`src/rtl/acq_pkg.sv`:
```
// Shared types and helpers for the acquisition ring sequencer.
package acq_pkg;

  localparam int IDX_W_DEF  = 22;
  localparam int ADDR_W_DEF = 23;

  typedef enum logic [2:0] {
    S_IDLE,
    S_PRE,
    S_ARMED,
    S_POST,
    S_READ,
    S_DRAIN
  } acq_state_t;

  // Each sample occupies two PSRAM words, so the word address is the index doubled.
  function automatic logic [32:0] idx_to_addr(input logic [31:0] idx);
    return {idx, 1'b0};
  endfunction

endpackage

```
`src/rtl/acq_req_hold.sv`:
```
// Single outstanding PSRAM request register, shared by the write and read paths.
module acq_req_hold #(
  parameter int ADDR_W = 23
) (
  input  logic              sys_clk,
  input  logic              rst_n,
  input  logic              load,
  input  logic              load_rd,
  input  logic [ADDR_W-1:0] load_addr,
  input  logic              mem_ack,
  output logic              mem_wr_req,
  output logic              mem_rd_req,
  output logic [ADDR_W-1:0] address_acq,
  output logic              pending
);

  logic is_rd;

  // A new load in the ack cycle replaces the completing request without a gap.
  always_ff @(posedge sys_clk or negedge rst_n) begin
    if (!rst_n) begin
      pending     <= 1'b0;
      is_rd       <= 1'b0;
      address_acq <= '0;
    end else if (load) begin
      pending     <= 1'b1;
      is_rd       <= load_rd;
      address_acq <= load_addr;
    end else if (mem_ack) begin
      pending <= 1'b0;
    end
  end

  assign mem_wr_req = pending & ~is_rd;
  assign mem_rd_req = pending & is_rd;

endmodule

```
`src/rtl/acq_ring_sequencer.sv`:
```
// Circular-buffer write sequencing with pre/post-trigger windows and window readout.
module acq_ring_sequencer
  import acq_pkg::*;
#(
  parameter int IDX_W  = IDX_W_DEF,
  parameter int ADDR_W = ADDR_W_DEF
) (
  input  logic              sys_clk,
  input  logic              rst_n,
  input  logic              start,
  input  logic              abort,
  input  logic [IDX_W-1:0]  pre_len,
  input  logic [IDX_W-1:0]  post_len,
  input  logic              sample_valid,
  input  logic              trigger,
  input  logic              mem_ack,
  output logic              mem_wr_req,
  output logic              mem_rd_req,
  output logic [ADDR_W-1:0] address_acq,
  output logic [IDX_W-1:0]  i_pivot,
  output logic              busy,
  output logic              done,
  output logic              triggered,
  output logic              overrun
);

  acq_state_t state;
  logic [IDX_W-1:0] wr_idx, rd_idx, pre_cnt, post_cnt, pre_len_q, post_len_q;
  logic [IDX_W:0]   rd_cnt;
  logic             pending, req_free, active, accept, rd_load, load;
  logic [IDX_W-1:0] load_idx;
  logic [ADDR_W-1:0] load_addr;

  assign req_free = !pending || mem_ack;
  assign active   = (state == S_PRE) || (state == S_ARMED) ||
                    ((state == S_POST) && (post_cnt != post_len_q));
  assign accept   = active && sample_valid && req_free && !abort;

  // First read issues on READ entry; later reads chain off each ack until the last.
  assign rd_load  = (state == S_READ) && !abort &&
                    (!pending || (mem_ack && (rd_cnt != (IDX_W+1)'(1))));
  assign load      = accept || rd_load;
  assign load_idx  = accept ? wr_idx : (pending ? rd_idx + IDX_W'(1) : rd_idx);
  assign load_addr = ADDR_W'(idx_to_addr(32'(load_idx)));

  acq_req_hold #(.ADDR_W(ADDR_W)) u_hold (
    .sys_clk    (sys_clk),
    .rst_n      (rst_n),
    .load       (load),
    .load_rd    (!accept),
    .load_addr  (load_addr),
    .mem_ack    (mem_ack),
    .mem_wr_req (mem_wr_req),
    .mem_rd_req (mem_rd_req),
    .address_acq(address_acq),
    .pending    (pending)
  );

  assign busy = (state != S_IDLE);

  always_ff @(posedge sys_clk or negedge rst_n) begin
    if (!rst_n) begin
      state      <= S_IDLE;
      wr_idx     <= '0;
      rd_idx     <= '0;
      pre_cnt    <= '0;
      post_cnt   <= '0;
      pre_len_q  <= '0;
      post_len_q <= '0;
      rd_cnt     <= '0;
      i_pivot    <= '0;
      done       <= 1'b0;
      triggered  <= 1'b0;
      overrun    <= 1'b0;
    end else begin
      done <= 1'b0;
      if (active && sample_valid && !req_free) overrun <= 1'b1;
      if (accept) wr_idx <= wr_idx + IDX_W'(1);

      if (abort && (state != S_IDLE) && (state != S_DRAIN)) begin
        state <= (pending && !mem_ack) ? S_DRAIN : S_IDLE;
      end else begin
        case (state)
          S_IDLE: if (start) begin
            wr_idx     <= '0;
            pre_cnt    <= '0;
            triggered  <= 1'b0;
            overrun    <= 1'b0;
            pre_len_q  <= pre_len;
            post_len_q <= (post_len == '0) ? IDX_W'(1) : post_len;
            state      <= (pre_len == '0) ? S_ARMED : S_PRE;
          end
          S_PRE: if (accept) begin
            pre_cnt <= pre_cnt + IDX_W'(1);
            if (pre_cnt + IDX_W'(1) == pre_len_q) state <= S_ARMED;
          end
          // A one-sample post window still passes through POST to wait for its ack.
          S_ARMED: if (accept && trigger) begin
            i_pivot   <= wr_idx;
            triggered <= 1'b1;
            post_cnt  <= IDX_W'(1);
            state     <= S_POST;
          end
          S_POST: begin
            if (accept) post_cnt <= post_cnt + IDX_W'(1);
            if ((post_cnt == post_len_q) && req_free) begin
              rd_idx <= i_pivot - pre_len_q;
              rd_cnt <= {1'b0, pre_len_q} + {1'b0, post_len_q};
              state  <= S_READ;
            end
          end
          S_READ: if (pending && mem_ack) begin
            rd_idx <= rd_idx + IDX_W'(1);
            rd_cnt <= rd_cnt - (IDX_W+1)'(1);
            if (rd_cnt == (IDX_W+1)'(1)) begin
              done  <= 1'b1;
              state <= S_IDLE;
            end
          end
          S_DRAIN: if (mem_ack) state <= S_IDLE;
          default: state <= S_IDLE;
        endcase
      end
    end
  end

endmodule

```
`config.mk`:
```
export PLATFORM = sky130hd
export DESIGN_NAME = acq_ring_sequencer
export DESIGN_NICKNAME = d
export VERILOG_FILES = /design/src/rtl/acq_pkg.sv /design/src/rtl/acq_req_hold.sv /design/src/rtl/acq_ring_sequencer.sv
export SDC_FILE = /design/constraint.sdc
export NUM_CORES = 1
export LEC_CHECK = 0
export ABC_AREA = 1
export BUFFER_PORTS_ARGS = -buffer_cell sky130_fd_sc_hd__buf_2
export CAP_MARGIN = 15
export CORE_MARGIN = 8
export CORE_UTILIZATION = 50
export CTS_CLUSTER_SIZE = 30
export DETAILED_ROUTE_END_ITERATION = 7
export GPL_TIMING_DRIVEN = 0
export PLACE_DENSITY = 0.67
export SLEW_MARGIN = 40
export SYNTH_ARGS = -nofsm -noshare
export SYNTH_HDL_FRONTEND = slang
export SYNTH_SLANG_ARGS = --single-unit
```
`constraint.sdc`:
```
create_clock -name sys_clk -period 2.9 [get_ports sys_clk]
set_input_delay 0.29 -clock sys_clk [delete_from_list [all_inputs] [get_ports sys_clk]]
set_output_delay 0.29 -clock sys_clk [all_outputs]
set_load 0.005 [all_outputs]
```
### After elaboration in Yosys (flattened, before gate mapping)

Index checks and enable logic that the tools add are counted.

* input bits: 51
* register bits: 207

* multiplexer cells: 44
* add/subtract/negate cells: 7
* reductions and logical operators: 40
* equal/unequal tests: 25
* bitwise logic cells: 4

Operator list (number)
* $mux W22: 13
* $pmux W22 S2: 3
* $add A22 B1 Y22 const B: 4
* $mux W23: 2
* $pmux W23 S2: 1
* $eq A22 B22 Y1: 2
* $logic_not A22 Y1: 2
* $mux W3: 10
* $add A22 B22 Y23: 1
* $eq A23 B1 Y1 const B: 1
* $ne A23 B1 Y1 const B: 1
* $sub A23 B1 Y23 const B: 1
* $ne A22 B22 Y1: 1
* $sub A22 B22 Y22: 1
* $pmux W3 S6: 1
* $reduce_and A4 Y1: 4
* $ne A3 B1 Y1 const B: 5
* $logic_and A1 B1 Y1: 14
* $mux W1: 12
* $reduce_bool A2 Y1: 5
* $ne A3 B3 Y1 const B: 3
* $reduce_and A8 Y1: 1
* $eq A3 B2 Y1 const B: 2
* $eq A3 B3 Y1 const B: 2
* other kinds (13): 28

### Longest topological paths before layout

Gate-level depths: netlist of the first run.

* word-level depth: 10
* gate-level depth with buffers: 18

### Modules after synthesis

From an unflattened synthesis of the first run, not the netlist that was laid out.

* cell total of the unflattened synthesis: 2142
* area, all modules: 14746.6 um^2

Modules (own cells, without submodules)
* acq_ring_sequencer: area each 13725.7 um^2, cells an instance 2032, sequential area each 4579.4 um^2, times used 1
* acq_req_hold: area each 1021.0 um^2, cells an instance 110, sequential area each 625.6 um^2, times used 1

### Worst setup path before layout of the first run

No wires, ideal clock.

* kind: flip-flop to flip-flop
* start point: register post_len_q[2]
* end point: register rd_cnt[21]
* slack: 0.861 ns
* cell stages (with the launch flop): 13
* setup time: 0.117 ns
* required time: 2.783 ns
* arrival time: 1.922 ns
* period minus slack after synthesis: 2.039 ns
* cells stage by stage: dfrtp_1 -> ha_1 -> inv_1 -> o21ai_0 -> a21boi_0 -> o21ai_0 -> nand3b_1 -> nand2_1 -> nand2_1 -> nand3_1 -> nand2_1 -> nand2_1 -> nand2_1

* longest elaborated chain between the ends: 4
* elaborated cells between the ends (all ways): 7
* classes of those cells: 1 x add/sub; 2 x eq/ne; 2 x mux; 2 x reduce/logical

RTL lines
* start: declaration: RTL line acq_ring_sequencer.sv:28 `logic [IDX_W-1:0] wr_idx, rd_idx, pre_cnt, post_cnt, pre_len_q, post_len_q;`
* start signal: assignment: RTL line acq_ring_sequencer.sv:90 `post_len_q <= (post_len == '0) ? IDX_W'(1) : post_len;`
* parallel branches: the longest is 4 deep, another holds $add A22 B22 Y23
* end signal: assignment: RTL line acq_ring_sequencer.sv:108 `rd_cnt <= {1'b0, pre_len_q} + {1'b0, post_len_q};`
* end signal: assignment: RTL line acq_ring_sequencer.sv:114 `rd_cnt <= rd_cnt - (IDX_W+1)'(1);`
* end: declaration: RTL line acq_ring_sequencer.sv:29 `logic [IDX_W:0] rd_cnt;`

Several ways; the timed one is not identified. The select of a mux whose other input is x is not followed.
A chain may end at the register's enable or synchronous reset.

### Worst setup path after layout of the first run

* start point: register state[1]
* end point: register pre_len_q[17]

* longest elaborated chain between the ends: 5
* elaborated cells between the ends (all ways): 7
* classes of those cells: 1 x eq/ne; 1 x bitwise; 5 x reduce/logical

RTL lines
* start: declaration: RTL line acq_ring_sequencer.sv:27 `acq_state_t state;`
* start signal: assignment: RTL line acq_ring_sequencer.sv:81 `state <= (pending && !mem_ack) ? S_DRAIN : S_IDLE;`
* start signal: assignment: RTL line acq_ring_sequencer.sv:91 `state <= (pre_len == '0) ? S_ARMED : S_PRE;`
* $reduce_bool A3 Y1: RTL line acq_ring_sequencer.sv:80 `if (abort && (state != S_IDLE) && (state != S_DRAIN)) begin`
* $logic_and A1 B1 Y1 (2 in series): RTL line acq_ring_sequencer.sv:80
* $not A1 Y1 (no line)
* $reduce_and A3 Y1 (no line) *
* end signal: assignment: RTL line acq_ring_sequencer.sv:89 `pre_len_q <= pre_len;`
* end: declaration: RTL line acq_ring_sequencer.sv:28

Every way passes the cells marked *; elsewhere a longest branch is shown, timed or not.

==> results of run 1 <==
-- tightest hold or removal path: cells and delay by family --
kind            cells  cell delay (ns)
buf+inv             1             0.09
compound gates      1             0.06
simple gates        1             0.06
-- layer usage --
metal | vias up | wire, um | track usage
met5 | - | 0 | 0
met4 | 0 | 2070 | 0.117
met3 | 111 | 3810 | 0.0482
met2 | 568 | 24100 | 0.489
met1 | 7041 | 23500 | 0.424
li1 | 7096 | - | -
-- per-stage QoR --
step,util,hold WS [ns],TNS (ns),cell area [um2],instances
2_1_floorplan,-,-0.00559,0,14400,2050
3_3_place_gp,0.540,0.452,-447.65,15400,2534
3_5_place_dp,0.543,0.195,0,15500,2537
4_1_cts,0.581,0.000514,0,16600,2598
5_1_grt,0.581,0.0119,0,16600,2598
6_report,0.581,0.0119,0,16600,2598
-- cells by family (layout without fill, tap and decap cells) --
logic type,after synthesis,count (layout),share of synthesized area
adder cells (fa/ha/maj),51,51,0.0452
flip-flops,207,207,0.359
AND/OR/NAND/NOR,1039,1039,0.311
XOR/XNOR,63,63,0.0401
AO/OA/AOI/OAI,400,400,0.162
other,1,1,0.000260
multiplexers,1,1,0.000693
buffers and inverters,288,452,0.0820
-- timing repair --
item	CTS	global route
setup endpoints to repair	0	9
gates resized for setup	0	5
hold buffers	15	0
endpoints found under the hold margin	105	0
-- report_power, final --
group | switching [W] | internal (W)
sequential | 0.00110 | 0.00370
combinational | 0.00567 | 0.00274
clock | 0.00131 | 0.00219
-- synthesized netlist by cell type, types with 3 or more instances --
| master | n | area (um2) |
|---|---|---|
| a21boi_0 | 6 | 45.0 |
| a21o_1 | 7 | 52.6 |
| a21oi_1 | 101 | 505 |
| a22oi_1 | 9 | 67.6 |
| a31o_2 | 4 | 35.0 |
| a31oi_1 | 17 | 106 |
| buf_2 | 22 | 110 |
| buf_4 | 8 | 60.1 |
| buf_6 | 6 | 67.6 |
| clkbuf_1 | 20 | 75.1 |
| dfrtp_1 | 207 | 5180 |
| ha_1 | 49 | 613 |
| inv_1 | 214 | 803 |
| inv_2 | 18 | 67.6 |
| nand2_1 | 558 | 2090 |
| nand2_2 | 7 | 43.8 |
| nand3_1 | 103 | 515 |
| nand3b_1 | 5 | 37.5 |
| nand4_1 | 35 | 219 |
| nor2_1 | 223 | 837 |
| nor2_2 | 10 | 62.6 |
| nor3_1 | 39 | 195 |
| nor3_2 | 5 | 50.1 |
| nor3b_1 | 7 | 52.6 |
| nor4_1 | 26 | 163 |
| o211ai_1 | 15 | 113 |
| o21a_1 | 3 | 22.5 |
| o21ai_0 | 154 | 771 |
| o21ai_1 | 29 | 145 |
| o21ai_2 | 10 | 87.6 |
| o21bai_1 | 10 | 75.1 |
| o221ai_1 | 9 | 78.8 |
| o22ai_1 | 8 | 50.1 |
| o22ai_2 | 10 | 125 |
| or2_2 | 10 | 62.6 |
| xnor2_1 | 11 | 96.3 |
| xor2_1 | 50 | 438 |
-- cell usage in the layout, fill, tap and decap left out, types with 32 or more instances in the layout --
master / n
o21ai_1: 32
inv_1: 214
dfrtp_1: 207
nand2_1: 558
nor2_1: 222
o21ai_0: 151
xor2_1: 50
nor3_1: 39
ha_1: 49
buf_2: 121
nand3_1: 103
nand4_1: 35
a21oi_1: 101
-- worst paths after layout --
check	from	slack (ns)	to	cells after the start
hold reg to reg	u_hold.address_acq[18]	0.47	u_hold.address_acq[18]	2
setup reg to reg	state[1]	0.11	pre_len_q[17]	8
setup / recovery	state[1]	0.11	pre_len_q[17]	8
max in group asynchronous	rst_n	1.66	pre_cnt[18]	4
min in group asynchronous	rst_n	0.23	wr_idx[0]	2
hold / removal	post_len[16]	0.01	post_len_q[16]	3
-- flip-flops by register name, indices dropped and copies added, names as in the netlist --
| name | cells |
|---|---|
| done | 1 |
| u_hold.is_rd | 1 |
| u_hold.pending | 1 |
| pre_cnt | 22 |
| rd_idx | 22 |
| triggered | 1 |
| i_pivot | 22 |
| u_hold.address_acq | 22 |
| overrun | 1 |
| post_cnt | 22 |
| wr_idx | 22 |
| post_len_q | 22 |
| pre_len_q | 22 |
| state | 3 |
| rd_cnt | 23 |
-- cell type report --
class,instances,share of cell area
buffer,56,0.0189
clock buffer,34,0.0435
sequential,207,0.312
tap,384,0.0290
multi-input combinational,1555,0.488
inverter,232,0.0525
timing repair buffer,118,0.0448
clock inverter,12,0.0116
==> results.md, run 1 <==
* Initial antenna violation count at 0
* Via count at 14800
* Post-synth ARST share at 1.00
* HP Class: primary input to flop
* P_leak at 7.97 nW
* Cts bufs inserted at 26
* Worst path top cell family by delay: buffers and inverters
* Synthesis-stage register bit count at 207
* Clk pin slew, worst setup/hold paths at 0.06 ns
* Gr usage total at 0.310
* Max frequency at 359 MHz
* Worst Clk Skew at 0.0167 ns
* Worst Path Arrival at 3.14 ns
* Diode count at 0
* Startpoint types: flop
* CP max-delay cell: clkbuf_1
* DR vias/cell at 5.70
* Crit path time final at 2.79 ns
* Dominant synthesized flop cell: dfrtp_1
* Fin worst setup slack at 0.111 ns
* CTS Sinks at 207
* Mapped Cells at 2050
* Final hold vios at 0
* H-tree depth at 1
* Final WL at 53.5 mm
* Row cnt at 62
* CTS tree: built
* Status: completed
* Slew @ Worst Pin at 0.822 ns
* Synth Net Count at 2152
* DRC Markers at 0
* Synth cell types at 53
* Number of flops mapped to enable cells by yosys at 0
* Seq/Total Area, Yosys at 0.359
* Crit-path most repeated cell: nor2_1
* Net count reported at finish at 2298
* Postcts setup bufs at 0
* Io pins at 102
* Syn_area_per_cell at 7.04 um2
* Storage element area at 5180 um2
* Worst Setup End Kind: flop
* Initial core utilization at 0.506
* Dpl ws at 0.186 ns
* Mapped cell area at 14400 um2
* First-pass GRT wire length at 82.3 mm
* Fin crit share at 0.962
* CTS root buf: clkbuf_16
* Vias in the first global route at 14400
* Final setup fails at 0
* Relative slew slack at 0.452
* RSZ-0062 raised after global routing: no
* Max Transition Viols Final at 0
* Die area at 34600 um2
* Die height at 186 um
* # fillers at 2874
* Final Wtd Congestion at 0.979
* Largest net degree at the start of global routing at 72
* PD cells at 1010 nW/um2
* Synth Warn # at 0
* Max incr delay on CP at 0.43 ns
* Syn-to-layout area delta at 14.9%
* Worst-path maximum fanout at 10
* Grt ovf at 0
* Power consumption at 0.0167 W
* Core ar. at 28500 um2
* Hpwl dp at 42.6 mm
* Worst Path Required at 3.25 ns
* Max VDD drop at 564 uV
* Antenna Nets Post-Route at 0
* Worst Path Buf+Inv at 4
* Clk buf depth at 3
* Port bufs at 100
* Initial DRT Pass Iterations at 5
* Share of cells above drive strength 1 at 0.120
* Worst-Skew Late Latency at 0.54 ns
* Routed len/inst at 20.6 um
* Kind of critical path: flop to flop
* CP cell instances: nor2_1 -> inv_1 -> nor2_1 -> inv_1 -> nor2_1 -> buf_2 -> clkbuf_1 -> o21ai_0
* Maxcap violations at 0
* Iteration-0 DRC Markers at 1348
* Die width at 186 um
* Multi-input logic area at 8090 um2
(Power assumes the default switching activity.)
==> inputs of run 2 (changes only) <==
--- a/config.mk
+++ b/config.mk
@@ -10,6 +10,7 @@
 export CAP_MARGIN = 15
 export CORE_MARGIN = 8
 export CORE_UTILIZATION = 50
+export CTS_BUF_LIST = sky130_fd_sc_hd__clkbuf_8 sky130_fd_sc_hd__clkbuf_16
 export CTS_CLUSTER_SIZE = 30
 export DETAILED_ROUTE_END_ITERATION = 7
 export GPL_TIMING_DRIVEN = 0
==> run 2 against run 1 <==
  * Routed wire length hardly changed
  * Critical path type unchanged
  * Register-to-register slack hardly changed
  * Clock power hardly changed
==> results.md, run 2 (synthesized netlist as in run 1, its figures left out) <==
* Crit path capture: pre_len_q[17]
* Fin crit share at 0.966
* Grt ovf at 0
* Die height at 186 um
* Clock power share at 0.209
* FF-to-FF path depth at 8
* Worst Path Arrival at 3.15 ns
* PD cells at 1010 nW/um2
* WHS at 0.0108 ns
* Maxcap violations at 0
* Internal at 0.00861 W
* Post-DP Area at 15500 um2
* DRC Markers at 0
* Part of the power in registers at 0.287
* Largest register FFs at 23
* Switching component of the power at 0.00809 W
* Port bufs at 100
* Worst R2R Start: state[1]
* Most common cell after layout, fill and taps aside: nand2_1
* CTS root buf: clkbuf_16
* Most frequent cells in the layout: nand2_1 (558), nor2_1 (222), inv_1 (219), dfrtp_1 (207), o21ai_0 (151)
* Switching Fraction at 0.484
* Row cnt at 62
* Antenna Nets Post-Route at 0
* Critical path launch point: state[1]
* Largest net degree at the start of global routing at 72
* Comb pwr share at 0.504
* Via count at 14800
* Startpoint types: flop
* Cts bufs inserted at 26
* Kind of critical path: flop to flop
* Worst-path maximum fanout at 10
* Postcts setup bufs at 0
* Final setup fails at 0
* CTS Sinks at 207
* Crit path time final at 2.80 ns
* First-pass GRT wire length at 82.3 mm
* Fin area at 16600 um2
* Relative slew slack at 0.451
* Slew @ Worst Pin at 0.823 ns
* Initial core utilization at 0.506
* Diode count at 0
* Net count reported at finish at 2298
* Reg2reg setup slack at 0.1 ns
* Final Non-Filler Cells at 2598
* Worst-Skew Late Latency at 0.54 ns
* Io pins at 102
* P_leak at 7.99 nW
* Clk buf depth at 3
* Vias in the first global route at 14400
* Die width at 186 um
* Max frequency at 357 MHz
* Final hold vios at 0
* HP Class: primary input to flop
* Initial DRT Pass Iterations at 7
* Syn-to-layout area delta at 14.9%
* CTS tree: built
* Worst Clk Skew at 0.0180 ns
* Gr usage total at 0.310
* Iteration-0 DRC Markers at 1361
* Final Wtd Congestion at 0.979
* Top reg by flops: rd_cnt
* Die area at 34600 um2
* RSZ-0062 raised after global routing: no
* Share of cells above drive strength 1 at 0.120
* Core ar. at 28500 um2
* Hpwl dp at 42.6 mm
* DR vias/cell at 5.71
* Placed cells at 2537
* Final WL at 53.5 mm
* Routed len/inst at 20.6 um
* Initial antenna violation count at 0
* Worst Path Required at 3.25 ns
* H-tree depth at 1
* Worst Setup End Kind: flop
* Max Transition Viols Final at 0
* Max VDD drop at 564 uV
* Clk pin slew, worst setup/hold paths at 0.06 ns
* Status: completed
* Reg2reg end: pre_len_q[17]
## run 2: cell types whose count changed in the layout (fill, tap and decap cells not counted), sizes merged
cell    delta
clkbuf     -5
inv        +5
## run 2: power groups by stage
| stage | sequential [W] | combinational (W) | clock [W] |
|---|---|---|---|
| 2_1_floorplan | 0.00433 | 0.00558 | 0 |
| 3_3_place_gp | 0.00478 | 0.00819 | 0 |
| 3_5_place_dp | 0.00480 | 0.00827 | 0 |
| 4_1_cts | 0.00475 | 0.00832 | 0.00353 |
| 5_1_grt | 0.00488 | 0.00930 | 0.00365 |
| 6_report | 0.00480 | 0.00841 | 0.00349 |
## run 2: per-layer routing
metal | share of wire | GRT usage
met5 | 0 | 0
met4 | 0.039 | 0.117
met3 | 0.074 | 0.0482
met2 | 0.45 | 0.489
met1 | 0.44 | 0.424
## run 2: how the worst min path moves through the flow
stage	start	end	slack [ns]	cells after the start
finish	post_len[16]	post_len_q[16]	0.01	3
detailed placement	rst_n	wr_idx[5]	0.19	1
floorplan	rst_n	done	-0.006	0
CTS	post_len[17]	post_len_q[17]	0.0005	3
global route	pre_len[15]	pre_len_q[15]	0.01	3
global placement	triggered	triggered	0.45	2
## run 2: repair_timing
item | in CTS | in global routing
hold endpoints to repair | 105 | 0
gates resized for setup | 0 | 5
hold buffers | 15 | 0
endpoints found under the setup margin | 0 | 9
## run 2: cell type report
class | instances | area (um2)
fill | 2874 | 12000
multi-input combinational | 1555 | 8090
sequential | 207 | 5180
inverter | 232 | 871
timing repair buffer | 118 | 743
clock buffer | 29 | 703
tap | 384 | 480
buffer | 56 | 313
clock inverter | 17 | 211
## run 2: per-stage QoR
stage,TNS [ns],util,worst slack (ns),power (W)
after global placement,-447.65,0.540,-2.20,0.0130
after global routing,0,0.581,0.0116,0.0178
after floorplan,0,-,0.861,0.00991
after detailed placement,0,0.543,0.186,0.0131
final,0,0.581,0.0990,0.0167
after CTS,0,0.581,0.186,0.0166
## run 2: critical path, stage by stage (launching register included)
cell and delay, ns:
dfrtp_1 0.42, nor2_1 0.13, inv_1 0.06, nor2_1 0.40, inv_1 0.28, nor2_1 0.26, buf_2 0.37, clkbuf_1 0.43
o21ai_0 0.27
==> inputs of run 3 (changes only) <==
--- a/config.mk
+++ b/config.mk
@@ -5,7 +5,7 @@
 export SDC_FILE = /design/constraint.sdc
 export NUM_CORES = 1
 export LEC_CHECK = 0
-export ABC_AREA = 1
+export ABC_AREA = 0
 export BUFFER_PORTS_ARGS = -buffer_cell sky130_fd_sc_hd__buf_2
 export CAP_MARGIN = 15
 export CORE_MARGIN = 8
==> constraint.sdc (replaced) <==
create_clock -name sys_clk -period 2.9 [get_ports sys_clk]
set_input_delay 0.29 -clock sys_clk [delete_from_list [all_inputs] [get_ports sys_clk]]
set_output_delay 0.29 -clock sys_clk [all_outputs]
set_load 0.1 [all_outputs]
==> run 3 against run 2 <==
  * The run now ends with negative setup slack left
  * Core utilization rose by 1.9 points
  * Design area is 3.9% lower
  * Combinational power shrank 15%
  * Maximum frequency down 4.1%
  * Clock power shrank 2%
  * Die area is 6.9% lower
  * Sequential share of layout area up 1.4 points
  * Register-to-register slack got worse by 0.12 ns
  * Final cell count decreased by 21%
  * Clock-buffer cell count unchanged
  * Largest cell class unchanged
==> results.md, run 3 <==
* Clk buf depth at 3
* Dominant synthesized flop cell: dfrtp_1
* Startpoint types: flop
* Top-area cell type share of the netlist area at 0.388
* Dpl ws at -0.361 ns
* Relative slew slack at 0.471
* Worst Setup End Kind: flop
* Syn-to-layout area delta at 19.4%
* Die area at 32200 um2
* Kind of critical path: flop to flop
* Worst Path Required at 3.36 ns
* Clk pin slew, worst setup/hold paths at 0.06 ns
* Grt ovf at 0
* Largest net degree at the start of global routing at 75
* Synth Warn # at 0
* Worst Path Buf+Inv at 1
* # fillers at 2371
* Reg2reg setup slack at -0.02 ns
* Post-synth ARST share at 1.00
* Synthesis-stage register bit count at 207
* Final Non-Filler Cells at 2045
* Synth area leader: dfrtp_1
* Row cnt at 60
* Mapped Cells at 1517
* Storage element area at 5200 um2
* DRC Markers at 0
* CP cell instances: ha_2 -> inv_1 -> fa_2 -> nand2b_4 -> a21oi_4 -> nor4_2 -> o31a_1 -> o22ai_2 -> a311o_1 -> nor3_2 -> or4_1 -> nand3_1
* Hold Path End: post_len_q[17]
* Worst R2R Start: post_len_q[0]
* Worst Clk Skew at 0.0191 ns
* Reg2reg end: rd_cnt[22]
* Final WL at 46.2 mm
* Vias in the first global route at 12000
* H-tree depth at 1
* Max VDD drop at 692 uV
* Fin area at 15900 um2
* CTS root buf: clkbuf_16
* Placed cells at 1961
* Gr usage total at 0.286
* Final Wtd Congestion at 0.994
* Synth top cells by count: dfrtp_1 (207), nor2_1 (143), nand2_1 (126)
* Number of flops mapped to enable cells by yosys at 0
* Crit path time final at 2.92 ns
* Top reg by flops: rd_cnt
* Max frequency at 343 MHz
* FF-to-FF path depth at 12
* Routed len/inst at 22.6 um
* Violated checks: negative setup slack
* Port bufs at 100
* CP max-delay cell: or4_1
* P_leak at 7.13 nW
* Share of cells above drive strength 1 at 0.183
* Max incr delay on CP at 0.50 ns
* Worst-path maximum fanout at 3
* Maxcap violations at 0
* Most frequent cells in the layout: dfrtp_1 (194), nor2_1 (142), nand2_1 (125), buf_2 (118), o21ai_0 (115)
* Final setup fails at 1
* Worst path top cell family by delay: simple AND/OR/NAND/NOR gates
* Antenna Nets Post-Route at 0
* Net count reported at finish at 1787
* Synth cell types at 85
* Initial antenna violation count at 1
* Io pins at 102
* Slew @ Worst Pin at 0.784 ns
* Hold path cells at 2
* Fin worst setup slack at -0.0194 ns
* Final hold vios at 0
* Most common cell after layout, fill and taps aside: dfrtp_1
* CTS Sinks at 207
* Hpwl dp at 34.7 mm
* Power consumption at 0.0151 W
* DR vias/cell at 6.20
* HP Class: primary input to flop
* Mapped cell area at 13300 um2
* Initial DRT Pass Iterations at 6
* PD cells at 947 nW/um2
* Syn_area_per_cell at 8.80 um2
* Seq/Total Area, Yosys at 0.388
* Largest register FFs at 23
* Synth Net Count at 1619
* Worst-Skew Late Latency at 0.54 ns
* Multi-input logic area at 7950 um2
* Die width at 179 um
* Fin crit share at 1.01
* Most frequent cell after synthesis: dfrtp_1
* Die height at 179 um
* Iteration-0 DRC Markers at 1245
* Synth area leaders: dfrtp_1 (39%), xor2_1 (4.9%), ha_1 (4.6%)
* Post-DP Area at 14400 um2
* Max Transition Viols Final at 0
* Core ar. at 26600 um2
* Cts bufs inserted at 24
* Initial core utilization at 0.502
* RSZ-0062 raised after global routing: yes
* Status: complete, but fails checks
* Worst Path Arrival at 3.38 ns
* Via count at 12700
* HP Start: post_len[17]
* First-pass GRT wire length at 70.4 mm
* WHS at 0.00211 ns
* CTS tree: built
[run 3: cell types whose count changed after synthesis, moves of 41 or more]
cell | before | now
xnor2_1 | 11 | 58
inv_1 | 214 | 43
nor2_1 | 223 | 143
nand2_1 | 558 | 126
nand3_1 | 103 | 62
[run 3: repair_timing]
| action | in CTS | in global routing |
|---|---|---|
| setup endpoints to repair | 52 | 120 |
| buffers inserted | 9 | 12 |
| gates resized for setup | 22 | 61 |
| hold buffers | 18 | 0 |
| gates cloned | 0 | 0 |
| hold endpoints to repair | 172 | 0 |
| pin swaps | 9 | 26 |
[run 3: cells by family after synthesis]
family                   Yosys count  synth area share
buffers and inverters            124            0.0387
other                              1          0.000281
adder cells (fa/ha/maj)           51            0.0489
XOR/XNOR                         133            0.0873
AO/OA/AOI/OAI                    388             0.178
AND/OR/NAND/NOR                  563             0.218
multiplexers                      50            0.0415
flip-flops                       207             0.388
[run 3: stage by stage]
step / TNS (ns) / utilization
final: -0.0194 / 0.600
after global routing: -0.413 / 0.600
after CTS: 0 / 0.587
after detailed placement: -4.49 / 0.541
after global placement: -454.00 / 0.537
after floorplan: -0.132 / -
[run 3: worst max path at each step]
stage,from,end,slack [ns],depth (start not counted)
floorplan,i_pivot[0],rd_idx[20],-0.13,12
global route,post_len_q[0],rd_cnt[22],-0.12,12
detailed placement,pre_cnt[0],state[1],-0.36,10
global placement,rst_n,i_pivot[1],-2.56,1
CTS,pre_len_q[0],rd_cnt[22],0.002,12
finish,post_len_q[0],rd_cnt[22],-0.02,12
[run 3: power breakdown]
group	total [W]	leakage [nW]	switching (W)	internal, W
Combinational	0.00715	3.98	0.00443	0.00272
Clock	0.00341	0.449	0.00130	0.00212
Sequential	0.00454	2.70	0.00101	0.00352
[run 3: final cells by class]
type | instances | area share
inverters | 43 | 0.0101
multi-input cells | 1186 | 0.499
flip-flops and latches | 207 | 0.326
clock inverters | 15 | 0.0132
diodes | 1 | 0.000157
well taps | 341 | 0.0268
plain buffers | 81 | 0.0236
repair buffers | 142 | 0.0586
clock buffers | 29 | 0.0427
[run 3: per-layer routing]
metal	track usage	routed length [um]
met1	0.396	19400
met2	0.437	20400
met3	0.0566	4530
met4	0.108	1820
met5	0.00160	0
